--- src/rtl/ball_motion_ctrl.sv ---
// ball_motion_ctrl: per-frame ball stepper; steps X then Y on each vsync start,
// reflects off the active-area walls and publishes a double-buffered position.
module ball_motion_ctrl #(
  parameter int   H_ACTIVE  = 640,
  parameter int   V_ACTIVE  = 480,
  parameter int   BALL_SIZE = 16,
  parameter int   X_INIT    = 312,
  parameter int   Y_INIT    = 232,
  parameter int   SPEED_W   = 3,
  parameter logic VSYNC_POL = 1'b0
) (
  input  logic               clk,
  input  logic               reset_n,
  input  logic               vsync,
  input  logic               pause,
  input  logic               recenter,
  input  logic [SPEED_W-1:0] speed,
  output logic [9:0]         ball_x,
  output logic [9:0]         ball_y,
  output logic               dir_x,
  output logic               dir_y,
  output logic               bounce,
  output logic               update_done,
  output logic               busy
);
  localparam logic [10:0] XMAX = 11'(H_ACTIVE - BALL_SIZE);
  localparam logic [10:0] YMAX = 11'(V_ACTIVE - BALL_SIZE);
  localparam logic [9:0]  XI   = 10'(X_INIT);
  localparam logic [9:0]  YI   = 10'(Y_INIT);

  typedef enum logic [1:0] {IDLE, STEP_X, STEP_Y, COMMIT} state_t;

  state_t      state_q;
  logic        vsync_q, dir_x_q, dir_y_q, bx_q, by_q, bounce_q, done_q;
  logic [9:0]  wx_q, wy_q, ball_x_q, ball_y_q;
  logic [11:0] step_x_d, step_y_d;
  logic        tick;

  // Result packs {position, direction, bounce flag}; out-of-range positions clamp to the wall.
  function automatic logic [11:0] step_axis(input logic [9:0] p, input logic d,
                                            input logic [SPEED_W-1:0] s, input logic [10:0] m);
    logic [10:0] sum, dif;
    sum = {1'b0, p} + 11'(s);
    dif = {1'b0, p} - 11'(s);
    if (d) return (sum >= m) ? {m[9:0], 2'b01} : {sum[9:0], 2'b10};
    return ({1'b0, p} <= 11'(s)) ? {10'd0, 2'b11} : {(dif > m) ? m[9:0] : dif[9:0], 2'b00};
  endfunction

  assign tick        = (vsync == VSYNC_POL) && (vsync_q != VSYNC_POL);
  assign step_x_d    = step_axis(wx_q, dir_x_q, speed, XMAX);
  assign step_y_d    = step_axis(wy_q, dir_y_q, speed, YMAX);
  assign ball_x      = ball_x_q;
  assign ball_y      = ball_y_q;
  assign dir_x       = dir_x_q;
  assign dir_y       = dir_y_q;
  assign bounce      = bounce_q;
  assign update_done = done_q;
  assign busy        = state_q != IDLE;

  always_ff @(posedge clk or negedge reset_n) begin
    if (!reset_n) begin
      state_q  <= IDLE;
      vsync_q  <= ~VSYNC_POL;
      wx_q     <= XI;
      wy_q     <= YI;
      ball_x_q <= XI;
      ball_y_q <= YI;
      dir_x_q  <= 1'b1;
      dir_y_q  <= 1'b1;
      bx_q     <= 1'b0;
      by_q     <= 1'b0;
      bounce_q <= 1'b0;
      done_q   <= 1'b0;
    end else begin
      vsync_q  <= vsync;
      bounce_q <= 1'b0;
      done_q   <= 1'b0;
      case (state_q)
        IDLE: if (tick && !pause) begin
          if (recenter) begin
            wx_q    <= XI;
            wy_q    <= YI;
            dir_x_q <= 1'b1;
            dir_y_q <= 1'b1;
            bx_q    <= 1'b0;
            by_q    <= 1'b0;
            state_q <= COMMIT;
          end else state_q <= STEP_X;
        end
        STEP_X: begin
          {wx_q, dir_x_q, bx_q} <= step_x_d;
          state_q <= STEP_Y;
        end
        STEP_Y: begin
          {wy_q, dir_y_q, by_q} <= step_y_d;
          state_q <= COMMIT;
        end
        COMMIT: begin
          ball_x_q <= wx_q;
          ball_y_q <= wy_q;
          bounce_q <= bx_q | by_q;
          done_q   <= 1'b1;
          bx_q     <= 1'b0;
          by_q     <= 1'b0;
          state_q  <= IDLE;
        end
        default: state_q <= IDLE;
      endcase
    end
  end
endmodule

--- config.mk ---
export PLATFORM = sky130hd
export DESIGN_NAME = ball_motion_ctrl
export DESIGN_NICKNAME = d
export VERILOG_FILES = /design/src/rtl/ball_motion_ctrl.sv
export SDC_FILE = /design/constraint.sdc
export NUM_CORES = 1
export LEC_CHECK = 0
export CAP_MARGIN = 20
export CORE_ASPECT_RATIO = 0.6
export CORE_MARGIN = 2
export CORE_UTILIZATION = 29
export DETAILED_ROUTE_END_ITERATION = 12
export MAX_ROUTING_LAYER = met4
export PLACE_DENSITY = 0.55
export SETUP_SLACK_MARGIN = 0.02
export SYNTH_ARGS = -nofsm -noshare
export SYNTH_HDL_FRONTEND = slang
export SYNTH_SLANG_ARGS = --single-unit
--- constraint.sdc ---
create_clock -name clk -period 5.6 [get_ports clk]
set_input_delay 0.84 -clock clk [delete_from_list [all_inputs] [get_ports clk]]
set_output_delay 0.84 -clock clk [all_outputs]
set_load 0.01 [all_outputs]
==> flow_summary.toml, run 1 <==
[synthesis]
syn_area_um2 = 3760
synth.yosys.seq_area_share = 0.333
ys_seq_elements = 49
share_of_flip_flops_with_an_asynchronous_set_or_reset = 1.00
synth_edf_count = 0
netlist-cell-type-count = 73
synthDominantCellAreaShare = 0.200
postSynthAreaPerCell_um2 = 8.78
synth_cells = 428
synth.yosys.warnings = 0
synth_top_cells_by_area = "sky130_fd_sc_hd__dfrtp_1 (20%), sky130_fd_sc_hd__dfstp_2 (13%), sky130_fd_sc_hd__mux2_2 (7.2%)"
synth_top_flop_cell = "sky130_fd_sc_hd__dfrtp_1"
synth.largest_area_cell = "sky130_fd_sc_hd__dfrtp_1"
synth_nets = 456

[layout]
layout_common_cells = "sky130_fd_sc_hd__nand2_1 (35), sky130_fd_sc_hd__nor2_1 (32), sky130_fd_sc_hd__clkdlybuf4s50_1 (31)"
mostFrequentLayoutCell = "sky130_fd_sc_hd__nand2_1"
multi_input_area_um2 = 2300
finalCoreUtilization = 0.342
number_of_cells_in_the_finished_layout_apart_from_fillers = 614
antenna_cells = 0
fin_nets = 471
fillerInstances = 1308
sequential_cell_area_um2 = 1250
post_route_cells_drive_above_1_share = 0.155
area_delta_synth_final_pct = 15.8

[drt]
ant_nets = 0
dr.first_iter.drc_count = 314
first_pass_iters = 5
wl_mm = 10.9
wl_per_cell_um = 17.8
detail_route.drc_violations = 0
post_drt_via_cell_ratio = 5.43
detailroute.via_count = 3331

[global_route]
global_route.overflow_total = 0
via_count_of_the_first_global_routing_pass = 3052
grt_first_pass_wirelength_mm = 17.7
grt_util_all_layers = 0.170
pin_count_of_the_biggest_net_entering_global_routing = 50
initial_antenna_violation_count = 0

[die]
core_um2 = 12700
io_pins = 33
fp.dieArea_um2 = 13900
die_height_um = 92.2
initial_standard_cell_utilization_of_the_core = 0.295
floorplan.rows = 32
die-width_um = 151

[setup_path]
worst_path_largest_cell_delay_ps = 730
path_class = "input pin to flop"
timing.critical_path.slowest_stage_cell = "sky130_fd_sc_hd__clkdlybuf4s50_1"
cp_cell_sequence = "clkdlybuf4s50_1 > inv_1 > ha_1 > nand2b_1 > a21oi_1 > mux2_2 > a211oi_1 > o21a_1 > and3_1 > a221oi_1 > a31oi_1"
crit_arrival_ps = 4420
worstPathBufferInverterCount = 2
crit_path_start_kind = "input pin"
cp-end-kind = "flop"
startpoint = "speed[1]"
timing.critical_path.max_delay_family = "compound AO/OA/AOI/OAI gates"
worstPathRequired_ps = 5810
maximum_fanout_count_along_the_critical_path = 10
launching_point_of_the_worst_reg2reg_path = "wx_q[0]"

[timing]
final.setup_skew_ps = 8.30
timing_worst_slew_pin_value_ps = 712
tns_ps = 0
report.final.setup_viol = 0
rsz_0062_raised_after_global_routing = "false"
hold_violations_final = 0
fmax_mhz = 237
min_period_over_period = 0.752
final.min_clock_period_ps = 4210
slew_viol_final = 0
relSlewSlack = 0.519

[clock_tree]
htree_levels = 2
sink_count = 49
tritoncts = "done"
cts.reportedPaths.clkPinSlew_ps = 70
ctsLongestPathBuffers = 2
holdBufCountCts = 0
clock-root-buffer = "sky130_fd_sc_hd__clkbuf_16"
numCtsBuffers = 5
post_cts_resize_count = 0
cts_post_setup_buffers_inserted = 0
clock_insertion_delay_worst_skew_ps = 290

[min_path]
holdCritStartpoint = "by_q"
hold_path.class = "flop to flop"

[placed_design]
gp_congestion = 0.964
io_buffer_count = 32
place.detailed.instances = 606
dp_hpwl_mm = 8.22

[power]
worst_ir_drop_vdd_mv = 0.224
pwr_density_cell_nw_per_um2 = 464
leakage_uw = 0.00178

[flow_run]
cap_violations = 0

[status]
outcome = "finished clean"
## cell families after synthesis
logic type / synth area share
adders and majority gates: 0.0746
and+or+nand+nor: 0.195
buffers and inverters: 0.0543
AOI/OAI and AO/OA: 0.239
DFF: 0.333
muxes: 0.0826
xor gates and xnor gates: 0.0210
## cell type report
cell class / instances / share of cell area
Sequential cell: 49 / 0.287
Clock buffer: 6 / 0.0296
Multi-Input combinational cell: 330 / 0.530
Inverter: 21 / 0.0181
Clock inverter: 2 / 0.00230
Timing Repair Buffer: 36 / 0.0840
Tap cell: 170 / 0.0489
## synth_stat cells, types with 3 or more instances
cell type                  instances
sky130_fd_sc_hd__a31oi_1          11
sky130_fd_sc_hd__or2_2             3
sky130_fd_sc_hd__buf_1             3
sky130_fd_sc_hd__nand3b_1          4
sky130_fd_sc_hd__or3_1             5
sky130_fd_sc_hd__mux2i_1           4
sky130_fd_sc_hd__a211o_1           3
sky130_fd_sc_hd__buf_2             7
sky130_fd_sc_hd__xnor2_1           6
sky130_fd_sc_hd__nand2b_1          5
sky130_fd_sc_hd__dfrtp_1          30
sky130_fd_sc_hd__and2_1            7
sky130_fd_sc_hd__nor4_1            3
sky130_fd_sc_hd__and3_1            9
sky130_fd_sc_hd__nor3_1            7
sky130_fd_sc_hd__nand3_1          11
sky130_fd_sc_hd__a21o_1            4
sky130_fd_sc_hd__nor2_1           32
sky130_fd_sc_hd__nand2_1          35
sky130_fd_sc_hd__nor2b_1          14
sky130_fd_sc_hd__clkbuf_1         16
sky130_fd_sc_hd__o21ai_0          29
sky130_fd_sc_hd__o31ai_1           4
sky130_fd_sc_hd__xor2_1            3
sky130_fd_sc_hd__mux2_2           24
sky130_fd_sc_hd__fa_1              4
sky130_fd_sc_hd__o22ai_1           3
sky130_fd_sc_hd__a211oi_1          5
sky130_fd_sc_hd__inv_1            21
sky130_fd_sc_hd__a21oi_1          24
sky130_fd_sc_hd__o21a_1            4
sky130_fd_sc_hd__ha_1             16
sky130_fd_sc_hd__dfstp_2          19
sky130_fd_sc_hd__a22oi_1           4
## power by group
group | internal, uW | switching [uW] | total, uW | leakage, uW
Clock | 165 | 135 | 300 | 0.0000706
Combinational | 477 | 602 | 1080 | 0.00111
Sequential | 487 | 153 | 640 | 0.000599
Total | 1130 | 890 | 2020 | 0.00178
## path summary, 6_finish.rpt
kind                             end  slack (ps)  cells after the start
setup / recovery             wx_q[7]        1390                     11
hold / removal                  by_q         500                      1
setup reg to reg             wx_q[7]        2230                     11
hold reg to reg                 by_q         500                      1
max in group asynchronous     bounce        4500                      2
min in group asynchronous  ball_y[1]         640                      2
## layer usage
metal / global-route usage / wire length (um) / up-vias
li1: - / - / 1578
met1: 0.289 / 6160 / 1607
met2: 0.197 / 3860 / 137
met3: 0.0328 / 841 / 9
met4: 0.0280 / 81 / 0
met5: - / 0 / -
## sequential cells by signal, indices dropped and copies added (netlist names), 2 cells and up
signal,cells
ball_x,10
ball_y,10
wx_q,10
wy_q,10
state_q,2
## per-stage QoR
stage	hold WS (ps)	area [um2]	power, uW	worst slack (ps)
4_1_cts	508	4350	2020	1450
2_1_floorplan	451	3760	1350	2420
3_3_place_gp	479	4180	1680	1210
3_5_place_dp	492	4210	1710	1180
5_1_grt	526	4350	2180	1180
6_report	499	4350	2020	1390
Power figures use the tool's default switching activity.
==> inputs of run 2 (changes only) <==
Settings changed: PLACE_DENSITY 0.55 to 0.56.
Clock period 5.6 ns to 3.5 ns, I/O delays scaled along.
==> run 2 against run 1 <==
- via count is 5.1% higher
- sequential power is 58% higher
- critical endpoint is now wy_q[0]
- critical path depth is 1 lower
- global-route usage is 0.66 points higher
- non-clock buffer count is 45 higher
- clock skew is 2.8 ps higher
- wire length is 5.0% higher
==> flow_summary.toml, run 2 (synthesis results as in run 1) <==
[die]
fp.dieArea_um2 = 13900
die_height_um = 92.2
io_pins = 33
initial_standard_cell_utilization_of_the_core = 0.295
die-width_um = 151
core_um2 = 12700
floorplan.rows = 32

[layout]
fin_nets = 516
number_of_cells_in_the_finished_layout_apart_from_fillers = 659
antenna_cells = 0
post_route_cells_drive_above_1_share = 0.237
fillerInstances = 1279
mostFrequentLayoutCell = "sky130_fd_sc_hd__buf_4"
layout_common_cells = "sky130_fd_sc_hd__buf_4 (49), sky130_fd_sc_hd__nand2_1 (35), sky130_fd_sc_hd__nor2_1 (32)"
area_delta_synth_final_pct = 25.0

[timing]
report.final.setup_viol = 0
min_period_over_period = 0.945
post-route-worst-setup-slack_ps = 192
rsz_0062_raised_after_global_routing = "false"
hold_violations_final = 0
final.setup_skew_ps = 11.1
fmax_mhz = 302
final.min_clock_period_ps = 3310
timing_worst_slew_pin_value_ps = 834
slew_viol_final = 0
relSlewSlack = 0.444

[setup_path]
path_class = "input pin to flop"
r2r_cells = 10
cp-end-kind = "flop"
worst-r2r-setup-slack_ps = 530
crit_arrival_ps = 3530
reg2reg_to = "wy_q[0]"
maximum_fanout_count_along_the_critical_path = 6
launching_point_of_the_worst_reg2reg_path = "wy_q[0]"
worstPathRequired_ps = 3720
crit_path_start_kind = "input pin"

[power]
p_clk_frac = 0.156
pwr_density_cell_nw_per_um2 = 739
worst_ir_drop_vdd_mv = 0.308
p_int_uw = 1980
comb_power_share = 0.554
net-switching-power_uw = 1490
leakage_uw = 0.00200
power.total_uw = 3470
pwr-share-seq = 0.290
power.switching_fraction = 0.430

[placed_design]
gp_congestion = 0.927
placement.setup.worst_slack_ps = -76.3
dp_hpwl_mm = 8.76
io_buffer_count = 32
place.detailed.instances = 651

[clock_tree]
post_cts_resize_count = 0
htree_levels = 2
ctsLongestPathBuffers = 2
sink_count = 49
numCtsBuffers = 5
cts.reportedPaths.clkPinSlew_ps = 70
cts_post_setup_buffers_inserted = 0
clock_insertion_delay_worst_skew_ps = 300
tritoncts = "done"
holdBufCountCts = 0
clock-root-buffer = "sky130_fd_sc_hd__clkbuf_16"

[drt]
first_pass_iters = 6
ant_nets = 0
wl_per_cell_um = 17.4
detail_route.drc_violations = 0
post_drt_via_cell_ratio = 5.31
dr.first_iter.drc_count = 439
detailroute.via_count = 3500
wl_mm = 11.5

[min_path]
hold_path.class = "input pin to asynchronous set/reset pin"

[global_route]
grt_util_all_layers = 0.177
pin_count_of_the_biggest_net_entering_global_routing = 35
initial_antenna_violation_count = 0
grt_first_pass_wirelength_mm = 18.4
via_count_of_the_first_global_routing_pass = 3375
global_route.overflow_total = 0

[status]
outcome = "finished clean"

[flow_run]
cap_violations = 0
## run 2: cell count changes in the layout (fill, tap and decap cells not counted), sizes merged
cell	previous run	this run
buf	5	50
clkbuf	6	7
clkinv	2	0
inv	21	22
## run 2: cell type report
cell class | instances | area, um2 | area share
well taps | 170 | 213 | 0.0453
inverters | 21 | 78.8 | 0.0168
multi-input cells | 330 | 2310 | 0.492
clock buffers | 7 | 154 | 0.0328
clock inverters | 1 | 8.76 | 0.00186
repair buffers | 81 | 683 | 0.145
flip-flops and latches | 49 | 1250 | 0.266
## run 2: worst max-delay path, stage by stage
cell,delay (ps)
sky130_fd_sc_hd__clkdlybuf4s50_1,490
sky130_fd_sc_hd__ha_1,270
sky130_fd_sc_hd__fa_1,440
sky130_fd_sc_hd__xor2_1,160
sky130_fd_sc_hd__nand3_1,130
sky130_fd_sc_hd__o311a_1,310
sky130_fd_sc_hd__o32a_1,340
sky130_fd_sc_hd__or3_1,450
sky130_fd_sc_hd__a211o_1,360
sky130_fd_sc_hd__o21ai_2,60
## run 2: per-stage QoR
stage,TNS (ps),hold WS [ps],utilization,cell area [um2]
2_1_floorplan,0,229,-,3760
3_3_place_gp,-80.0,482,0.356,4530
3_5_place_dp,-234,492,0.356,4530
4_1_cts,0,343,0.368,4690
5_1_grt,0,369,0.369,4700
6_report,0,324,0.369,4700
## run 2: how the worst max path moves through the flow
stage / from / to / slack [ps] / cells past startpoint
floorplan: speed[1] / wx_q[7] / 630 / 11
global placement: speed[2] / wy_q[2] / -50 / 14
detailed placement: speed[0] / wy_q[2] / -80 / 11
CTS: speed[0] / wy_q[0] / 230 / 10
global route: speed[0] / wy_q[5] / 10 / 13
finish: speed[0] / wy_q[0] / 190 / 10
## run 2: power by group through the flow
stage	registers, uW	clock network, uW	logic [uW]
floorplan	914	0	1240
finish	1010	541	1920
global route	1030	586	2120
detailed placement	1010	0	1880
CTS	999	554	1900
global placement	1000	0	1870
## run 2: per-layer routing
metal	part of all wire	wire (um)	global-route usage	vias up
met5	0	0	-	-
met4	0.0073	84	0.0273	0
met3	0.078	899	0.0363	14
met2	0.36	4180	0.219	145
met1	0.55	6330	0.288	1664
li1	-	-	-	1677
